--- config.mk ---
export PLATFORM = sky130hd
export DESIGN_NAME = output_out_ctrl
export DESIGN_NICKNAME = d
export VERILOG_FILES = /design/src/rtl/output_out_ctrl.sv
export SDC_FILE = /design/constraint.sdc
export NUM_CORES = 1
export LEC_CHECK = 0
export CAP_MARGIN = 20
export CORE_MARGIN = 10
export CORE_UTILIZATION = 30
export CTS_CLUSTER_DIAMETER = 30
export CTS_CLUSTER_SIZE = 10
export DETAILED_ROUTE_END_ITERATION = 10
export GPL_TIMING_DRIVEN = 0
export PLACE_DENSITY = 0.46
export SETUP_SLACK_MARGIN = 0.3
export SLEW_MARGIN = 20
export SYNTH_ARGS = -nofsm -noshare
export SYNTH_HDL_FRONTEND = slang
export SYNTH_SLANG_ARGS = --single-unit
--- constraint.sdc ---
create_clock -name CLK -period 5 [get_ports CLK]
set_input_delay 0.75 -clock CLK [delete_from_list [all_inputs] [get_ports CLK]]
set_output_delay 0.75 -clock CLK [all_outputs]
set_load 0.05 [all_outputs]
--- src/rtl/output_out_ctrl.sv ---
// rtl/output_out_ctrl.sv - packs engine elements into FIFO words with flush/clear control
// Optional build macro: OUTPUT_OUT_CTRL_RELU_EN clamps negative elements to zero before packing.
module output_out_ctrl #(
    parameter int OUTPUT_WIDTH = 32,
    parameter int ELEM_WIDTH   = 8,
    parameter int FIFO_DEPTH   = 16
) (
    input  logic                    CLK,
    input  logic                    RESETN,
    input  logic                    CLEAR_FIFO,
    input  logic                    FLUSH,
    input  logic                    IN_VALID,
    input  logic [ELEM_WIDTH-1:0]   IN_DATA,
    output logic                    IN_READY,
    input  logic                    FIFO_RD_CMD,
    output logic [OUTPUT_WIDTH-1:0] FIFO_RD_DATA,
    output logic                    FIFO_EMPTY,
    output logic                    FIFO_FULL,
    output logic                    PACKING,
    output logic [15:0]             WORD_COUNT
);
    localparam int LANES = OUTPUT_WIDTH / ELEM_WIDTH;
    localparam int LW    = (LANES > 1) ? $clog2(LANES) : 1;
    localparam int AW    = (FIFO_DEPTH > 1) ? $clog2(FIFO_DEPTH) : 1;
    localparam int CW    = $clog2(FIFO_DEPTH + 1);
    localparam logic [LW-1:0] LAST_LANE = LW'(LANES - 1);

    typedef enum logic [1:0] {IDLE, PACK, FLUSHING} state_t;

    state_t                  state_q, state_d;
    logic [LW-1:0]           lane_q, lane_d;
    logic [OUTPUT_WIDTH-1:0] hold_q, hold_d;
    logic                    clear_prev_q, flush_prev_q;
    logic [OUTPUT_WIDTH-1:0] mem_q [FIFO_DEPTH];
    logic [AW-1:0]           wr_ptr_q, rd_ptr_q;
    logic [CW-1:0]           count_q;
    logic [15:0]             word_count_q;

    logic                    clear_pulse, flush_pulse, accept, wr_en, rd_en;
    logic [OUTPUT_WIDTH-1:0] wr_data;
    logic [ELEM_WIDTH-1:0]   elem;

    assign clear_pulse = CLEAR_FIFO & ~clear_prev_q;
    assign flush_pulse = FLUSH & ~flush_prev_q;

`ifdef OUTPUT_OUT_CTRL_RELU_EN
    assign elem = IN_DATA[ELEM_WIDTH-1] ? '0 : IN_DATA;
`else
    assign elem = IN_DATA;
`endif

    assign FIFO_EMPTY   = (count_q == '0);
    assign FIFO_FULL    = (count_q == CW'(FIFO_DEPTH));
    assign IN_READY     = !FIFO_FULL && (state_q != FLUSHING);
    assign PACKING      = (state_q != IDLE);
    assign WORD_COUNT   = word_count_q;
    assign FIFO_RD_DATA = FIFO_EMPTY ? '0 : mem_q[rd_ptr_q];
    assign accept       = IN_VALID & IN_READY;
    assign rd_en        = FIFO_RD_CMD & ~FIFO_EMPTY & ~clear_pulse;

    always_comb begin
        state_d = state_q;
        lane_d  = lane_q;
        hold_d  = hold_q;
        wr_en   = 1'b0;
        wr_data = hold_q;
        if (state_q == FLUSHING) begin
            // hold_q is zeroed after every write, so unused upper lanes are already zero
            if (!FIFO_FULL) begin
                wr_en   = 1'b1;
                state_d = IDLE;
                lane_d  = '0;
                hold_d  = '0;
            end
        end else begin
            if (accept) begin
                if (lane_q == LAST_LANE) begin
                    wr_en = 1'b1;
                    wr_data[int'(lane_q)*ELEM_WIDTH +: ELEM_WIDTH] = elem;
                    state_d = IDLE;
                    lane_d  = '0;
                    hold_d  = '0;
                end else begin
                    hold_d[int'(lane_q)*ELEM_WIDTH +: ELEM_WIDTH] = elem;
                    lane_d  = lane_q + LW'(1);
                    state_d = PACK;
                end
            end
            if (flush_pulse && state_d == PACK) begin
                state_d = FLUSHING;
            end
        end
        if (clear_pulse) begin
            state_d = IDLE;
            lane_d  = '0;
            hold_d  = '0;
            wr_en   = 1'b0;
        end
    end

    always_ff @(posedge CLK) begin
        if (!RESETN) begin
            state_q      <= IDLE;
            lane_q       <= '0;
            hold_q       <= '0;
            clear_prev_q <= 1'b0;
            flush_prev_q <= 1'b0;
            wr_ptr_q     <= '0;
            rd_ptr_q     <= '0;
            count_q      <= '0;
            word_count_q <= '0;
        end else begin
            state_q      <= state_d;
            lane_q       <= lane_d;
            hold_q       <= hold_d;
            clear_prev_q <= CLEAR_FIFO;
            flush_prev_q <= FLUSH;
            if (clear_pulse) begin
                wr_ptr_q     <= '0;
                rd_ptr_q     <= '0;
                count_q      <= '0;
                word_count_q <= '0;
            end else begin
                if (wr_en) begin
                    wr_ptr_q <= (wr_ptr_q == AW'(FIFO_DEPTH - 1)) ? '0 : wr_ptr_q + AW'(1);
                    if (word_count_q != 16'hFFFF) begin
                        word_count_q <= word_count_q + 16'd1;
                    end
                end
                if (rd_en) begin
                    rd_ptr_q <= (rd_ptr_q == AW'(FIFO_DEPTH - 1)) ? '0 : rd_ptr_q + AW'(1);
                end
                case ({wr_en, rd_en})
                    2'b10:   count_q <= count_q + CW'(1);
                    2'b01:   count_q <= count_q - CW'(1);
                    default: count_q <= count_q;
                endcase
            end
        end
    end

    always_ff @(posedge CLK) begin
        if (RESETN && wr_en) begin
            mem_q[wr_ptr_q] <= wr_data;
        end
    end
endmodule

After elaboration in Yosys (flattened, before gate mapping)
Memories as Yosys holds them, arrays and structs flattened. A register that Yosys moved wholly into a read port is not among the register bits.
Cells that the tools add are included.
Operators by class
  $add $sub $neg: 7
  multiply operators: 0
  divide/modulo/power cells: 0
  $lt $le $gt $ge: 0
  equality and inequality tests: 11
  shift-type cells: 2
  muxes and demuxes: 30
  bitwise logic cells: 10
  reductions and logical operators: 11
Operators by type and width (number)
  $mux W32: 8
  $neg A5 Y33: 1
  $shift A8 B33 Y32 const A: 1
  $shiftx A8 B33 Y32: 1
  $bwmux W32: 1
  $add A16 B1 Y16 const B: 1
  $mux W2: 8
  $mux W4: 4
  $ne A16 B16 Y1 const B: 1
  $pmux W5 S2: 1
  $add A4 B1 Y4 const B: 2
  $eq A4 B4 Y1 const B: 2
  $mux W1: 8
  $eq A2 B2 Y1 const B: 3
  $reduce_bool A2 Y1: 3
  $add A5 B1 Y5 const B: 1
  $and A1 B1 Y1: 5
  $eq A5 B5 Y1 const B: 1
  $logic_not A5 Y1: 1
  $not A1 Y1: 5
  $sub A5 B1 Y5 const B: 1
  $eq A2 B1 Y1 const B: 2
  $ne A2 B2 Y1 const B: 2
  $reduce_and A2 Y1: 2
  4 further kinds: 6
Storage, ports and cells
  flip-flop bits (word level): 67
  bits in latches: 0
  memory bits (writable): 512
  memory bits (read-only): 0
  input bits: 14
  word-level logic and storage cells: 81
  memories kept: 1
Memories
  mem_q: words 16, width 32, read ports 1, clocked after Yosys merged registers in 1, write ports 1, RTL line 34  | logic [OUTPUT_WIDTH-1:0] mem_q [FIFO_DEPTH];

Longest topological paths before layout
  depth after elaboration: 10
  gate-level depth with buffers: 14
  depth with buffers taken out: 11

Least setup slack after synthesis
Ideal clock, no wire load.
  path kind: input -> register
  start: input port CLEAR_FIFO
  end: memory mem_q[0][0] (enable)
  library setup time: 0.501 ns
  data arrival time: 4.816 ns
  data required time: 4.499 ns
  slack: -0.318 ns
  cell stages on the path: 7
  path buffers: 3
  path through: nor2b_1 clkbuf_1 a221oi_2 inv_2 buf_2 buf_2 nor4_1
On the way
  longest elaborated chain between the ends: 5
Ends and longest elaborated chain
  from (decl): RTL line 10  | input logic CLEAR_FIFO,
  $and A1 B1 Y1: RTL line 43  | assign clear_pulse = CLEAR_FIFO & ~clear_prev_q;
  $mux W1: RTL line 93  | if (clear_pulse) begin
  $logic_and A1 B1 Y1: RTL line 143  | if (RESETN && wr_en) begin
  $mux W1: RTL line 143
  $mux W1 (implied by the code): RTL line 144  | mem_q[wr_ptr_q] <= wr_data;
  to (decl): RTL line 34
No other way between the ends.

Worst setup path in the final report
  start: register count_q[2]
  end: output port FIFO_RD_DATA[20]
On the way
  longest elaborated chain between the ends: 2
Ends and longest elaborated chain
  from (decl): RTL line 36  | logic [CW-1:0] count_q;
  from (signal assigned): RTL line 134  | 2'b10: count_q <= count_q + CW'(1);
  from (signal assigned): RTL line 135  | 2'b01: count_q <= count_q - CW'(1);
  from (signal assigned): RTL line 136  | default: count_q <= count_q;
  $logic_not A5 Y1: RTL line 52  | assign FIFO_EMPTY = (count_q == '0);
  $mux W32: RTL line 57  | assign FIFO_RD_DATA = FIFO_EMPTY ? '0 : mem_q[rd_ptr_q];
  to (decl): RTL line 16  | output logic [OUTPUT_WIDTH-1:0] FIFO_RD_DATA,
No other way between the ends.

==> impl_metrics.json <==
{
  "outcome": "finished clean",
  "worst_setup_hold_path_clk_slew_ns": 0.05,
  "timing.reg2reg.worst_path_depth": 14,
  "area_delta_synth_final_pct": 28.8,
  "synth_area_leaders": "sky130_fd_sc_hd__edfxtp_1, sky130_fd_sc_hd__mux4_2, sky130_fd_sc_hd__dfxtp_1",
  "drc_errors": 0,
  "setup.worst_path.start_class": "flop",
  "synth_fp_nets": 1248,
  "floorplan.io_pins": 66,
  "first_iter_violations": 961,
  "placedCellCount": 2343,
  "most_instantiated_flip_flop_cell_in_the_synthesis_netlist": "sky130_fd_sc_hd__edfxtp_1",
  "yosys.cell_types.count": 58,
  "gp_routability_congestion": 0.786,
  "cts_htree_levels": 3,
  "post_cts_setup_buffers": 0,
  "drt_wl_total_mm": 61.6,
  "grt_pass1_wl_mm": 90.1,
  "worstHoldPathCells": 1,
  "final_cells": 2565,
  "hpwlAfterDp_mm": 39.2,
  "max_slew.worst_pin.slew_ns": 1.06,
  "largest_net_degree_at_the_start_of_global_routing": 33,
  "timing.final.setup_violations": 0,
  "synth_top_cell_by_area": "sky130_fd_sc_hd__edfxtp_1",
  "num-nets-final": 1461,
  "number_of_maximum_capacitance_violations": 0,
  "total_power_uw": 13300,
  "port-buffer-count": 65,
  "antenna_left": 0,
  "worst_setup_slack_after_layout_ns": 0.510,
  "clock-sinks": 583,
  "power-per-cell-area_mw_per_mm2": 448,
  "drive_above_1_share": 0.279,
  "diode_count": 0,
  "drv_slew": 0,
  "pre_antenna_drt_iters": 5,
  "finalCritPeriodShare": 0.898,
  "timing.critical_path.to_type": "output pin",
  "crit_arrival_ns": 3.74,
  "synth.yosys.warnings": 0,
  "most_common_cell_after_layout_fill_and_taps_aside": "sky130_fd_sc_hd__edfxtp_1",
  "ys_seq_area_frac": 0.730,
  "drt-wirelength-per-cell_um": 24.0,
  "ir_drop_mv": 0.314,
  "cts_tree": "yes",
  "critPathRequiredTime_ns": 4.25,
  "track_usage": 0.138,
  "num_vias": 12600,
  "edff_count_synth": 512,
  "grt_setup_unrepaired": "no",
  "die_height_um": 297,
  "core-area_mm2": 0.0759,
  "synth_area_mm2": 0.0230,
  "worst_clock_skew_ns": 0.0317,
  "count_of_standard_cell_rows": 101,
  "viasPerCell": 4.93,
  "slew_headroom": 0.296,
  "synthDominantCellAreaShare": 0.668,
  "critical_path_maximum_fanout": 10,
  "postSynthAreaPerCell_um2": 18.9,
  "clock_latency_ns": 0.67,
  "dieArea_mm2": 0.0882,
  "die_width_um": 297,
  "antenna_found_initial": 8,
  "hp-class": "flop to flop",
  "layout_common_cells": "sky130_fd_sc_hd__edfxtp_1, sky130_fd_sc_hd__mux4_2, sky130_fd_sc_hd__clkbuf_16, sky130_fd_sc_hd__dfxtp_1, sky130_fd_sc_hd__mux2i_1",
  "overflow": 0,
  "clock-root-buffer": "sky130_fd_sc_hd__clkbuf_16",
  "hold_viol_final": 0,
  "initial_utilization": 0.303,
  "path_class": "flop to output pin",
  "postSynthCellCount": 1220,
  "post-place-ws_ns": 0.635,
  "via_count_of_the_first_global_routing_pass": 13200,
  "synth_async_sr_flop_share": 0,
  "final_period_minus_worst_setup_slack_ns": 4.49,
  "power.leakage_uw": 0.00946,
  "cts_made_buffers": 119,
  "maxClockFrequency_mhz": 223,
  "synth_seq_cells": 583,
  "cts_buffer_depth": 3
}
-- cell families after synthesis --
family	Yosys count	share of synthesized area
fa+ha+maj	14	0.00761
flops	583	0.730
simple gates	181	0.0406
compound gates	157	0.0493
xor+xnor	5	0.00190
mux	198	0.156
buf+inv	82	0.0146
-- cell type report --
| class | instances | area (um^2) |
|---|---|---|
| fillers | 6872 | 46300 |
| flip-flops and latches | 583 | 16800 |
| multi-input cells | 555 | 5970 |
| clock buffers | 124 | 3000 |
| well taps | 1030 | 1290 |
| repair buffers | 93 | 1120 |
| clock inverters | 99 | 1100 |
| plain buffers | 70 | 315 |
| inverters | 11 | 41.3 |
-- report_power, final --
group	leakage, uW	internal, uW	switching [uW]
logic	0.00218	50.2	108
clock network	0.00196	5200	2670
registers	0.00533	5250	4.86
-- metrics by stage --
step / hold WS (ns) / TNS, ns / area, um^2 / utilization
detailed placement: 0.447 / 0 / 25500 / 0.336
finish: 0.458 / 0 / 29600 / 0.390
global route: 0.466 / 0 / 29600 / 0.390
global placement: 0.442 / -586.61 / 24900 / 0.328
CTS: 0.461 / 0 / 29600 / 0.390
floorplan: 0.430 / 0 / 23000 / -
-- registers in the layout (all words and copies together), names as in the netlist, named ones only --
signal and flops:
wr_ptr_q 4, mem_q 512, lane_q 2, rd_ptr_q 4, flush_prev_q 1, count_q 5
hold_q 32, state_q 2, clear_prev_q 1, WORD_COUNT 16
-- metal layers --
layer	share of wire	GRT usage	vias up
li1	-	-	5553
met1	0.44	0.182	6600
met2	0.47	0.217	368
met3	0.062	0.0352	108
met4	0.024	0.0497	10
met5	0.00092	0	-
-- Yosys cell counts (all sizes together), types with 4 or more instances --
master,n
edfxtp,512
mux2i,70
nand4,5
o31ai,8
mux4,128
a22o,27
o21ai,13
buf,28
dfxtp,71
or3,7
nand2b,4
nor3,7
nand2,39
or4,11
nor4,6
ha,14
xor2,4
inv,11
nand3,22
o22ai,33
nor2,43
clkbuf,43
and2,20
a32oi,25
a21oi,26
-- worst max-delay path, stage by stage, from the launching register on --
cell and delay, ns:
sky130_fd_sc_hd__dfxtp_1 0.31, sky130_fd_sc_hd__clkbuf_1 0.20, sky130_fd_sc_hd__or4_1 0.63, sky130_fd_sc_hd__nor2_1 0.22, sky130_fd_sc_hd__or2_2 0.33, sky130_fd_sc_hd__buf_2 0.39, sky130_fd_sc_hd__o22ai_1 0.23, sky130_fd_sc_hd__clkdlybuf4s50_1 0.75
-- worst paths after layout --
kind	from	end	slack, ns
worst max-delay path	count_q[2]	FIFO_RD_DATA[20]	0.51
worst min-delay path	hold_q[24]	hold_q[24]	0.46
worst max register to register	lane_q[0]	count_q[2]	1.34
worst min register to register	hold_q[24]	hold_q[24]	0.46
-- timing repair --
| action | CTS | global route |
|---|---|---|
| cloned | 0 | 0 |
| hold buffers | 0 | 0 |
| setup endpoints to repair | 32 | 1 |
| endpoints found under the hold margin | 0 | 0 |
| resized for setup | 15 | 3 |
No activity file was read; power rests on OpenSTA's default activity.
